--- src/rtl/kr580_port_uart_pkg.sv ---
// Shared types and constants for the KR580 port-bus UART: TX/RX state enums,
// status register bit positions and port offsets relative to BASE.
package kr580_port_uart_pkg;

  typedef enum logic [1:0] {TX_IDLE, TX_START, TX_DATA, TX_STOP} tx_state_e;
  typedef enum logic [1:0] {RX_IDLE, RX_START, RX_DATA, RX_STOP} rx_state_e;

  localparam int unsigned ST_TX_FULL    = 0;
  localparam int unsigned ST_TX_EMPTY   = 1;
  localparam int unsigned ST_RX_READY   = 2;
  localparam int unsigned ST_RX_OVERRUN = 3;
  localparam int unsigned ST_IE         = 7;

  localparam logic [7:0] OFS_DATA = 8'd0;
  localparam logic [7:0] OFS_STAT = 8'd1;

endpackage

--- src/rtl/kr580_port_uart_fifo.sv ---
// Synchronous byte FIFO, 2**DEPTH_LOG2 entries, head visible on dout with no
// read latency. Pointers carry an extra wrap bit to tell full from empty.
module kr580_port_uart_fifo #(
  parameter int unsigned DEPTH_LOG2 = 4
) (
  input  logic       clk,
  input  logic       rst,
  input  logic       push,
  input  logic       pop,
  input  logic [7:0] din,
  output logic [7:0] dout,
  output logic       full,
  output logic       empty
);

  logic [7:0]          mem_q [2**DEPTH_LOG2];
  logic [DEPTH_LOG2:0] wp_q, wp_d, rp_q, rp_d;
  logic                do_push, do_pop;

  assign full  = (wp_q[DEPTH_LOG2-1:0] == rp_q[DEPTH_LOG2-1:0]) &&
                 (wp_q[DEPTH_LOG2] != rp_q[DEPTH_LOG2]);
  assign empty = (wp_q == rp_q);
  assign dout  = mem_q[rp_q[DEPTH_LOG2-1:0]];

  always_comb begin
    do_push = push && !full;
    do_pop  = pop && !empty;
    wp_d    = wp_q + {{DEPTH_LOG2{1'b0}}, do_push};
    rp_d    = rp_q + {{DEPTH_LOG2{1'b0}}, do_pop};
  end

  always_ff @(posedge clk) begin
    if (rst) begin
      wp_q <= '0;
      rp_q <= '0;
    end else begin
      wp_q <= wp_d;
      rp_q <= rp_d;
    end
  end

  always_ff @(posedge clk) begin
    if (do_push) mem_q[wp_q[DEPTH_LOG2-1:0]] <= din;
  end

endmodule

--- src/rtl/kr580_port_uart.sv ---
// KR580 port-bus UART: TX FIFO + 8N1 transmitter, status/control port, intr.
// Receiver is compiled in only when KR580_PORT_UART_RX_EN is defined.
module kr580_port_uart
  import kr580_port_uart_pkg::*;
#(
  parameter logic [7:0]  BASE       = 8'h40,
  parameter int unsigned DIVISOR    = 217,
  parameter int unsigned DEPTH_LOG2 = 4
) (
  input  logic       clk,
  input  logic       rst,
  input  logic [7:0] pa,
  input  logic [7:0] po,
  input  logic       pw,
  output logic [7:0] pi,
  output logic       intr,
  output logic       tx,
  input  logic       rx
);

  localparam int unsigned BW        = $clog2(DIVISOR);
  localparam logic [BW-1:0] BAUD_MAX = BW'(DIVISOR - 1);
  localparam logic [7:0] DATA_ADDR  = BASE + OFS_DATA;
  localparam logic [7:0] STAT_ADDR  = BASE + OFS_STAT;

  logic       pw_q, pw_d, ie_q, ie_d, intr_q, intr_d;
  logic [7:0] pi_q, pi_d, status;
  logic       wr_stb, wr_data, wr_stat;
  logic       fifo_full, fifo_empty, tx_pop, tx_empty;
  logic [7:0] fifo_dout;
  logic [7:0] rx_data;
  logic       rx_ready, rx_overrun;

  tx_state_e  tx_state_q;
  logic       tx_q;
  logic [BW-1:0] tx_baud_q;
  logic [2:0] tx_bit_q;
  logic [7:0] tx_shift_q;

  assign wr_stb  = pw && !pw_q;
  assign wr_data = wr_stb && (pa == DATA_ADDR);
  assign wr_stat = wr_stb && (pa == STAT_ADDR);
  assign tx_pop  = (tx_state_q == TX_IDLE) && !fifo_empty;
  assign tx_empty = fifo_empty && (tx_state_q == TX_IDLE);

  kr580_port_uart_fifo #(.DEPTH_LOG2(DEPTH_LOG2)) u_fifo (
    .clk  (clk),
    .rst  (rst),
    .push (wr_data),
    .pop  (tx_pop),
    .din  (po),
    .dout (fifo_dout),
    .full (fifo_full),
    .empty(fifo_empty)
  );

  always_comb begin
    status                = '0;
    status[ST_TX_FULL]    = fifo_full;
    status[ST_TX_EMPTY]   = tx_empty;
    status[ST_RX_READY]   = rx_ready;
    status[ST_RX_OVERRUN] = rx_overrun;
    status[ST_IE]         = ie_q;
    pw_d   = pw;
    ie_d   = wr_stat ? po[7] : ie_q;
    intr_d = ~(ie_q & (tx_empty | rx_ready));
    if (pa == DATA_ADDR)      pi_d = rx_data;
    else if (pa == STAT_ADDR) pi_d = status;
    else                      pi_d = '0;
  end

  always_ff @(posedge clk) begin
    if (rst) begin
      pw_q   <= 1'b0;
      ie_q   <= 1'b0;
      intr_q <= 1'b1;
      pi_q   <= '0;
    end else begin
      pw_q   <= pw_d;
      ie_q   <= ie_d;
      intr_q <= intr_d;
      pi_q   <= pi_d;
    end
  end

  // tx is registered alongside the state so each phase holds its level for
  // exactly DIVISOR cycles; the shifter is pre-shifted so tx_shift_q[1] is next.
  always_ff @(posedge clk) begin
    if (rst) begin
      tx_state_q <= TX_IDLE;
      tx_q       <= 1'b1;
      tx_baud_q  <= '0;
      tx_bit_q   <= '0;
      tx_shift_q <= '0;
    end else begin
      case (tx_state_q)
        TX_IDLE: if (!fifo_empty) begin
          tx_shift_q <= fifo_dout;
          tx_q       <= 1'b0;
          tx_baud_q  <= BAUD_MAX;
          tx_state_q <= TX_START;
        end
        TX_START: if (tx_baud_q == '0) begin
          tx_baud_q  <= BAUD_MAX;
          tx_bit_q   <= '0;
          tx_q       <= tx_shift_q[0];
          tx_state_q <= TX_DATA;
        end else tx_baud_q <= tx_baud_q - 1'b1;
        TX_DATA: if (tx_baud_q == '0) begin
          tx_baud_q <= BAUD_MAX;
          if (tx_bit_q == 3'd7) begin
            tx_q       <= 1'b1;
            tx_state_q <= TX_STOP;
          end else begin
            tx_bit_q   <= tx_bit_q + 1'b1;
            tx_shift_q <= tx_shift_q >> 1;
            tx_q       <= tx_shift_q[1];
          end
        end else tx_baud_q <= tx_baud_q - 1'b1;
        TX_STOP: if (tx_baud_q == '0) tx_state_q <= TX_IDLE;
                 else tx_baud_q <= tx_baud_q - 1'b1;
        default: tx_state_q <= TX_IDLE;
      endcase
    end
  end

`ifdef KR580_PORT_UART_RX_EN
  localparam logic [BW-1:0] HALF_MAX = BW'(DIVISOR / 2 - 1);

  rx_state_e     rx_state_q;
  logic          rx_s1_q, rx_s2_q, rx_s3_q, rx_valid_q;
  logic [BW-1:0] rx_baud_q;
  logic [2:0]    rx_bit_q;
  logic [7:0]    rx_shift_q;
  logic [7:0]    rx_data_q, rx_data_d;
  logic          rx_ready_q, rx_ready_d, rx_overrun_q, rx_overrun_d;

  always_ff @(posedge clk) begin
    if (rst) begin
      rx_s1_q    <= 1'b1;
      rx_s2_q    <= 1'b1;
      rx_s3_q    <= 1'b1;
      rx_state_q <= RX_IDLE;
      rx_baud_q  <= '0;
      rx_bit_q   <= '0;
      rx_shift_q <= '0;
      rx_valid_q <= 1'b0;
    end else begin
      rx_s1_q    <= rx;
      rx_s2_q    <= rx_s1_q;
      rx_s3_q    <= rx_s2_q;
      rx_valid_q <= 1'b0;
      case (rx_state_q)
        RX_IDLE: if (rx_s3_q && !rx_s2_q) begin
          rx_baud_q  <= HALF_MAX;
          rx_state_q <= RX_START;
        end
        RX_START: if (rx_baud_q == '0) begin
          rx_baud_q  <= BAUD_MAX;
          rx_bit_q   <= '0;
          rx_state_q <= rx_s2_q ? RX_IDLE : RX_DATA;
        end else rx_baud_q <= rx_baud_q - 1'b1;
        RX_DATA: if (rx_baud_q == '0) begin
          rx_baud_q  <= BAUD_MAX;
          rx_shift_q <= {rx_s2_q, rx_shift_q[7:1]};
          rx_bit_q   <= rx_bit_q + 1'b1;
          if (rx_bit_q == 3'd7) rx_state_q <= RX_STOP;
        end else rx_baud_q <= rx_baud_q - 1'b1;
        RX_STOP: if (rx_baud_q == '0) begin
          rx_valid_q <= rx_s2_q;
          rx_state_q <= RX_IDLE;
        end else rx_baud_q <= rx_baud_q - 1'b1;
        default: rx_state_q <= RX_IDLE;
      endcase
    end
  end

  always_comb begin
    rx_data_d    = rx_data_q;
    rx_ready_d   = rx_ready_q;
    rx_overrun_d = rx_overrun_q;
    if (wr_stat && po[2]) rx_ready_d   = 1'b0;
    if (wr_stat && po[3]) rx_overrun_d = 1'b0;
    if (rx_valid_q) begin
      if (!rx_ready_q) begin
        rx_data_d  = rx_shift_q;
        rx_ready_d = 1'b1;
      end else rx_overrun_d = 1'b1;
    end
  end

  always_ff @(posedge clk) begin
    if (rst) begin
      rx_data_q    <= '0;
      rx_ready_q   <= 1'b0;
      rx_overrun_q <= 1'b0;
    end else begin
      rx_data_q    <= rx_data_d;
      rx_ready_q   <= rx_ready_d;
      rx_overrun_q <= rx_overrun_d;
    end
  end

  assign rx_data    = rx_data_q;
  assign rx_ready   = rx_ready_q;
  assign rx_overrun = rx_overrun_q;
`else
  logic unused_rx;
  assign unused_rx  = rx;
  assign rx_data    = '0;
  assign rx_ready   = 1'b0;
  assign rx_overrun = 1'b0;
`endif

  assign pi   = pi_q;
  assign intr = intr_q;
  assign tx   = tx_q;

endmodule

--- config.mk ---
export PLATFORM = sky130hd
export DESIGN_NAME = kr580_port_uart
export DESIGN_NICKNAME = d
export VERILOG_FILES = /design/src/rtl/kr580_port_uart_pkg.sv /design/src/rtl/kr580_port_uart_fifo.sv /design/src/rtl/kr580_port_uart.sv
export SDC_FILE = /design/constraint.sdc
export NUM_CORES = 1
export LEC_CHECK = 0
export ABC_CLOCK_PERIOD_IN_PS = 3400
export CAP_MARGIN = 20
export CORE_MARGIN = 2
export CORE_UTILIZATION = 40
export DETAILED_ROUTE_END_ITERATION = 6
export PLACE_DENSITY_LB_ADDON = 0.2
export SLEW_MARGIN = 5
export SYNTH_ARGS = -nofsm -noshare
export SYNTH_HDL_FRONTEND = slang
export SYNTH_SLANG_ARGS = --single-unit
--- constraint.sdc ---
create_clock -name clk -period 3.4 [get_ports clk]
set_clock_uncertainty 0.05 [all_clocks]
set_input_delay 0.68 -clock clk [delete_from_list [all_inputs] [get_ports clk]]
set_output_delay 0.68 -clock clk [all_outputs]
set_load 0.02 [all_outputs]
==> Yosys cells after proc, flatten, opt, wreduce, memory -nomap -nowiden <==
Memory sizes are Yosys's and may differ from the RTL's. A register that Yosys moved wholly into a read port is not among the register bits.
Index checks and enable logic that the tools add are counted.
{ "op_classes": {"muxes": 26, "eq_ne": 16, "n_addsub": 4, "reduce_logical": 24, "bitwise_logic": 3} }
{ "ops": {"columns": ["op", "n"], "rows": [
  ["two-way mux 8 bit", 6],
  ["case mux 8 bit (3 select lines)", 1],
  ["equality test 8 x 7 -> 1 bit, second input constant", 2],
  ["case mux 8 bit (2 select lines)", 1],
  ["!= test 2 bit, second input constant", 7],
  ["AND reduction 4 bit", 3],
  ["adder 5 x 1 -> 5 bit", 2],
  ["two-way mux 2 bit", 5],
  ["two-way mux 3 bit", 3],
  ["logical AND 1 bit", 8],
  ["zero test 8 bit", 1],
  ["case mux 2 bit (4 select lines)", 1],
  ["subtractor 8 x 1 -> 8 bit, second input constant", 1],
  ["two-way mux 1 bit", 6],
  ["case mux 3 bit (2 select lines)", 1],
  ["equality test 5 bit", 1],
  ["AND reduction 5 bit", 1],
  ["equality test 2 bit, second input constant", 2],
  ["equality test 4 bit", 1],
  ["two-way mux 4 bit", 1],
  ["nonzero test 2 bit", 2],
  ["OR reduction 2 bit", 2],
  ["adder 3 x 1 -> 3 bit, second input constant", 1],
  ["equality test 3 bit, second input constant", 1],
  ["10 further kinds", 13]
]} }
{ "totals": {"memories": 1, "ramBits": 128, "reg_bits": 43, "input_bits": 20, "out_inout_bits": 10} }
{ "memory_table": {"columns": ["memory", "words", "width", "read_ports", "rd_clocked_by_memory_dff", "write_ports", "line", "text"], "rows": [
  ["u_fifo.mem_q", 16, 8, 1, 1, 1, "kr580_port_uart_fifo.sv:16", "logic [7:0] mem_q [2**DEPTH_LOG2];"]
]} }

==> Logic depth before layout (Yosys ltp) <==
{ "depth": {"ltp_word": 6, "ltp_mapped": 9, "mapped_depth_nobuf": 8} }

==> Cells and area by module <==
Synthesis repeated with hierarchy kept, for this count alone.
{ "unflattened": {"hier_cells": 502, "hier_area_um2": 7186.9} }
{ "by_module_without_submodules": {"columns": ["module", "n_inst", "seq_area_each_um2", "cells_each", "area_per_inst_um2"], "rows": [
  ["kr580_port_uart_fifo", 1, 4043.9, 328, 5656.7],
  ["kr580_port_uart", 1, 560.5, 174, 1530.2]
]} }

==> Least setup slack after synthesis <==
OpenSTA, ideal clock, no wires.
{ "synth_timing": {"path_type": "input-to-reg", "start": "in pa[5]", "end": "mem u_fifo.mem_q[3][0] (enable)", "arrival_time_ns": 2.341, "n_path_buf": 0, "slack_ns": 0.639, "path_stages": 5, "t_required_ns": 2.980, "path_cell_list": "nor4b_1 > nand4b_1 > a211oi_2 > or3b_1 > nor2_1"} }
{ "synth_via": {"elab_chain_len": 5} }
{ "synth_lines": {"columns": ["item", "line", "text"], "rows": [
  ["start, declared", "kr580_port_uart.sv:12", "input logic [7:0] pa,"],
  ["equality test 8 x 7 -> 1 bit", "kr580_port_uart.sv:41", "assign wr_data = wr_stb && (pa == DATA_ADDR);"],
  ["logical AND 1 bit", "kr580_port_uart.sv:41", null],
  ["logical AND 1 bit", "kr580_port_uart_fifo.sv:26", "do_push = push && !full;"],
  ["two-way mux 1 bit", "kr580_port_uart_fifo.sv:43", "if (do_push) mem_q[wp_q[DEPTH_LOG2-1:0]] <= din;"],
  ["two-way mux 1 bit (implied by the code)", "kr580_port_uart_fifo.sv:43", null],
  ["end, declared", "kr580_port_uart_fifo.sv:16", null]
]} }
No other way between the ends.

==> Worst setup path after layout <==
{ "layout_timing": {"start": "in pa[5]", "end": "mem u_fifo.mem_q[8][1] (enable)"} }
The elaborated chain is that of the path after synthesis.

==> run metrics <==
status completed; Final Slew Violations 0; number of synthesized flops with an enable pin ~130; most common cell after layout, fill and taps aside edfxtp_1; Initial Util 40.92%; area growth from synthesis to layout 15.50%; area share of the largest cell type after synthesis 54.11%; Die Wd 137.3 microns; commonest non-fill, non-tap cells in the layout edfxtp_1, mux2i_1, dfxtp_1; global-route wire length before repair 23.09 mm; Seq/Total Area, Yosys between 60 and 70%; worst r2r src tx_bit_q[0]$_SDFFE_PP0P_; R2R depth 7; post-cts sizing count 0; Final GP Congestion 0.7475; first-pass iteration count of the detailed router 4; Post-DP HPWL 9.504 mm; syn avg cell area around 15 sq um; Hold WC Path Type flop to flop; drt wl/cell slightly below 20 microns; H-tree level count 4; clock tree buffer depth 2; Post-Syn Area 7103 sq um; fin nets 552; All-Layer GR Usage 16.99%; most used flip-flop cell after synthesis edfxtp_1; Post-DP Area 7649 sq um; core area about 17000 sq um; Hold EP pi[7]$_SDFF_PP0_; CTS tree yes; Skew-Pair Late Insertion Delay 0.43 ns; total leakage power 2.719 nW; CP Launch Type input port; min Tclk post-route 2.683 ns; clock sink total 166; register area 4606 sq um; drt total wl 14.73 mm; power per cell area 611.6 nW/um^2; worst r2r dst tx_shift_q[0]$_SDFFE_PP0P_; Seq cells post-synth 166; largest net degree at the start of global routing 46; synth top area cells edfxtp_1, dfxtp_1, mux4_2; # setup viols final 0; Critical Path RT 3.48 ns; footprint of the multi-input gates ~2300 sq um; Psw 1.371 mW; Flop pwr share 46.0%; die area 18840 sq um; Clk network pwr share a little over a third; Slew @ Worst Pin 0.7323 ns; CTS Hold Bufs 0; vias in the first global route 4081; WS Path Type input port to flop; setup slack, reg-to-reg 0.88 ns; FFs w/ async S/R, synth 0%; Root Driver clkbuf_16; Yosys warning total 0; crit-path max FO 8; share of layout cells above drive strength 1 between 10% and 20%; GRT overflow 0; final design area excluding fillers ~8000 sq um; RSZ-0062 raised after global routing no; register clock-pin slew on the reported worst setup and hold paths 0.06 ns; Post-CTS Setup Bufs 0; Final Cycle Share 78.90%; Synth Instances 479; Rows 48; largest area contributor in the netlist edfxtp_1; initial antenna violation count 0; post-DR vias/cell 5.414; Synth cell types 56; Peak supply drop roughly 0.39 mV; total of max-cap violations 0; Antenna Cells 0; sw frac between 20 and 30%; Hold Path Cell Cnt 2; Die H ~140 microns; drt drc 0; via count roughly 4k; IO Pins 30; 1st-iter DRT viols 289; final hold viol count 0; min-delay src ie_q$_SDFFE_PP0P_; fill cell count roughly 1.5k; Port-buffer cells 23; CTS Buf Count 17; crit end category flop; Max Clk Rate around 370 MHz; Logic pwr share 17.7%; relative slew slack between 50% and 60%; Post-DRT Antenna Nets 0; internal power 3.646 mW; signal arrival time at the worst endpoint between 2 and 3 ns; setup_tns 0 ns
==> registers in the layout, indices dropped and copies added, names as in the netlist <==
name	flops
u_fifo.rp_q	5
ie_q	1
u_fifo.mem_q	128
tx_shift_q	8
tx_baud_q	8
intr	1
pi	3
tx_bit_q	3
pw_q	1
tx	1
u_fifo.wp_q	5
tx_state_q	2
==> critical path: stages <==
cell and delay [ns]:
clkdlybuf4s50_1 0.40, nor4b_1 0.39, nand4b_1 0.22, a211oi_2 0.29
buf_4 0.17, nand3b_1 0.15, nor3_1 0.22, buf_4 0.23
==> metal layers <==
metal	up-vias	GRT usage [%]	wire (microns)
met2	93	29.05	7612
li1	1930	-	-
met4	0	5.212	148
met3	14	4.673	648
met1	2067	21.03	6317
met5	-	0	0
==> final cells by class <==
| cell class | count | share of cell area (%) |
|---|---|---|
| Sequential cell | 166 | 56.14 |
| Multi-Input combinational cell | 275 | 27.97 |
| Clock buffer | 19 | 5.277 |
| Timing Repair Buffer | 49 | 5.185 |
| Tap cell | 225 | 3.431 |
| Clock inverter | 13 | 1.495 |
| Inverter | 11 | 0.5033 |
==> logic make-up after synthesis <==
logic type / share of synthesized area (%)
mux: 11.66
fa+ha+maj: 2.114
buf+inv: 3.082
simple gates: 8.878
compound gates: 7.786
xor+xnor: 1.603
other cells: 0.05279
flops: 64.82
==> how the worst max path moves through the flow <==
stage                                   end  slack, ns  cells after the start  start
6_report       u_fifo.mem_q[8][1]$_DFFE_PP_       0.72                      8  pa[5]
3_5_place_dp   u_fifo.mem_q[0][6]$_DFFE_PP_       0.26                      7  pa[5]
5_1_grt        u_fifo.mem_q[8][0]$_DFFE_PP_       0.46                      8  pa[5]
4_1_cts        u_fifo.mem_q[0][3]$_DFFE_PP_       0.71                      7  pa[5]
3_3_place_gp   u_fifo.mem_q[0][6]$_DFFE_PP_       0.28                      7  pa[5]
2_1_floorplan  u_fifo.mem_q[3][0]$_DFFE_PP_       0.64                      5  pa[5]
==> power by group through the flow <==
| stage | registers, mW | clock network (mW) | logic (mW) |
|---|---|---|---|
| 4_1_cts | 2.30 | 1.86 | 0.897 |
| 5_1_grt | 2.31 | 1.95 | 0.979 |
| 2_1_floorplan | 2.34 | 0 | 0.687 |
| 3_3_place_gp | 2.34 | 0 | 0.872 |
| 6_report | 2.31 | 1.82 | 0.890 |
| 3_5_place_dp | 2.35 | 0 | 0.895 |
==> cell usage after synthesis, drive strengths merged, types with 3 or more instances <==
library cell / n
buf: 19
clkbuf: 12
nand2b: 12
nor2b: 6
a221oi: 15
a32o: 3
mux2i: 40
a22oi: 10
a31o: 8
nor4: 5
mux4: 19
inv: 10
nand2: 18
xnor2: 5
dfxtp: 38
xor2: 8
nand3b: 9
nor3: 9
a21oi: 5
a21boi: 3
nand3: 9
o21ai: 12
edfxtp: 128
nor2: 34
ha: 12
==> per-stage QoR <==
stage,instances,util (%),setup slack [ns],power [mW],hold WS (ns)
2_1_floorplan,483,-,0.6387,3.028,0.3729
3_3_place_gp,726,44.07,0.2818,3.216,0.4019
3_5_place_dp,726,44.07,0.2589,3.244,0.4095
4_1_cts,758,47.27,0.7059,5.057,0.4194
5_1_grt,758,47.27,0.4603,5.243,0.4526
6_report,758,47.27,0.7173,5.017,0.4164
(Power assumes the default switching activity.)
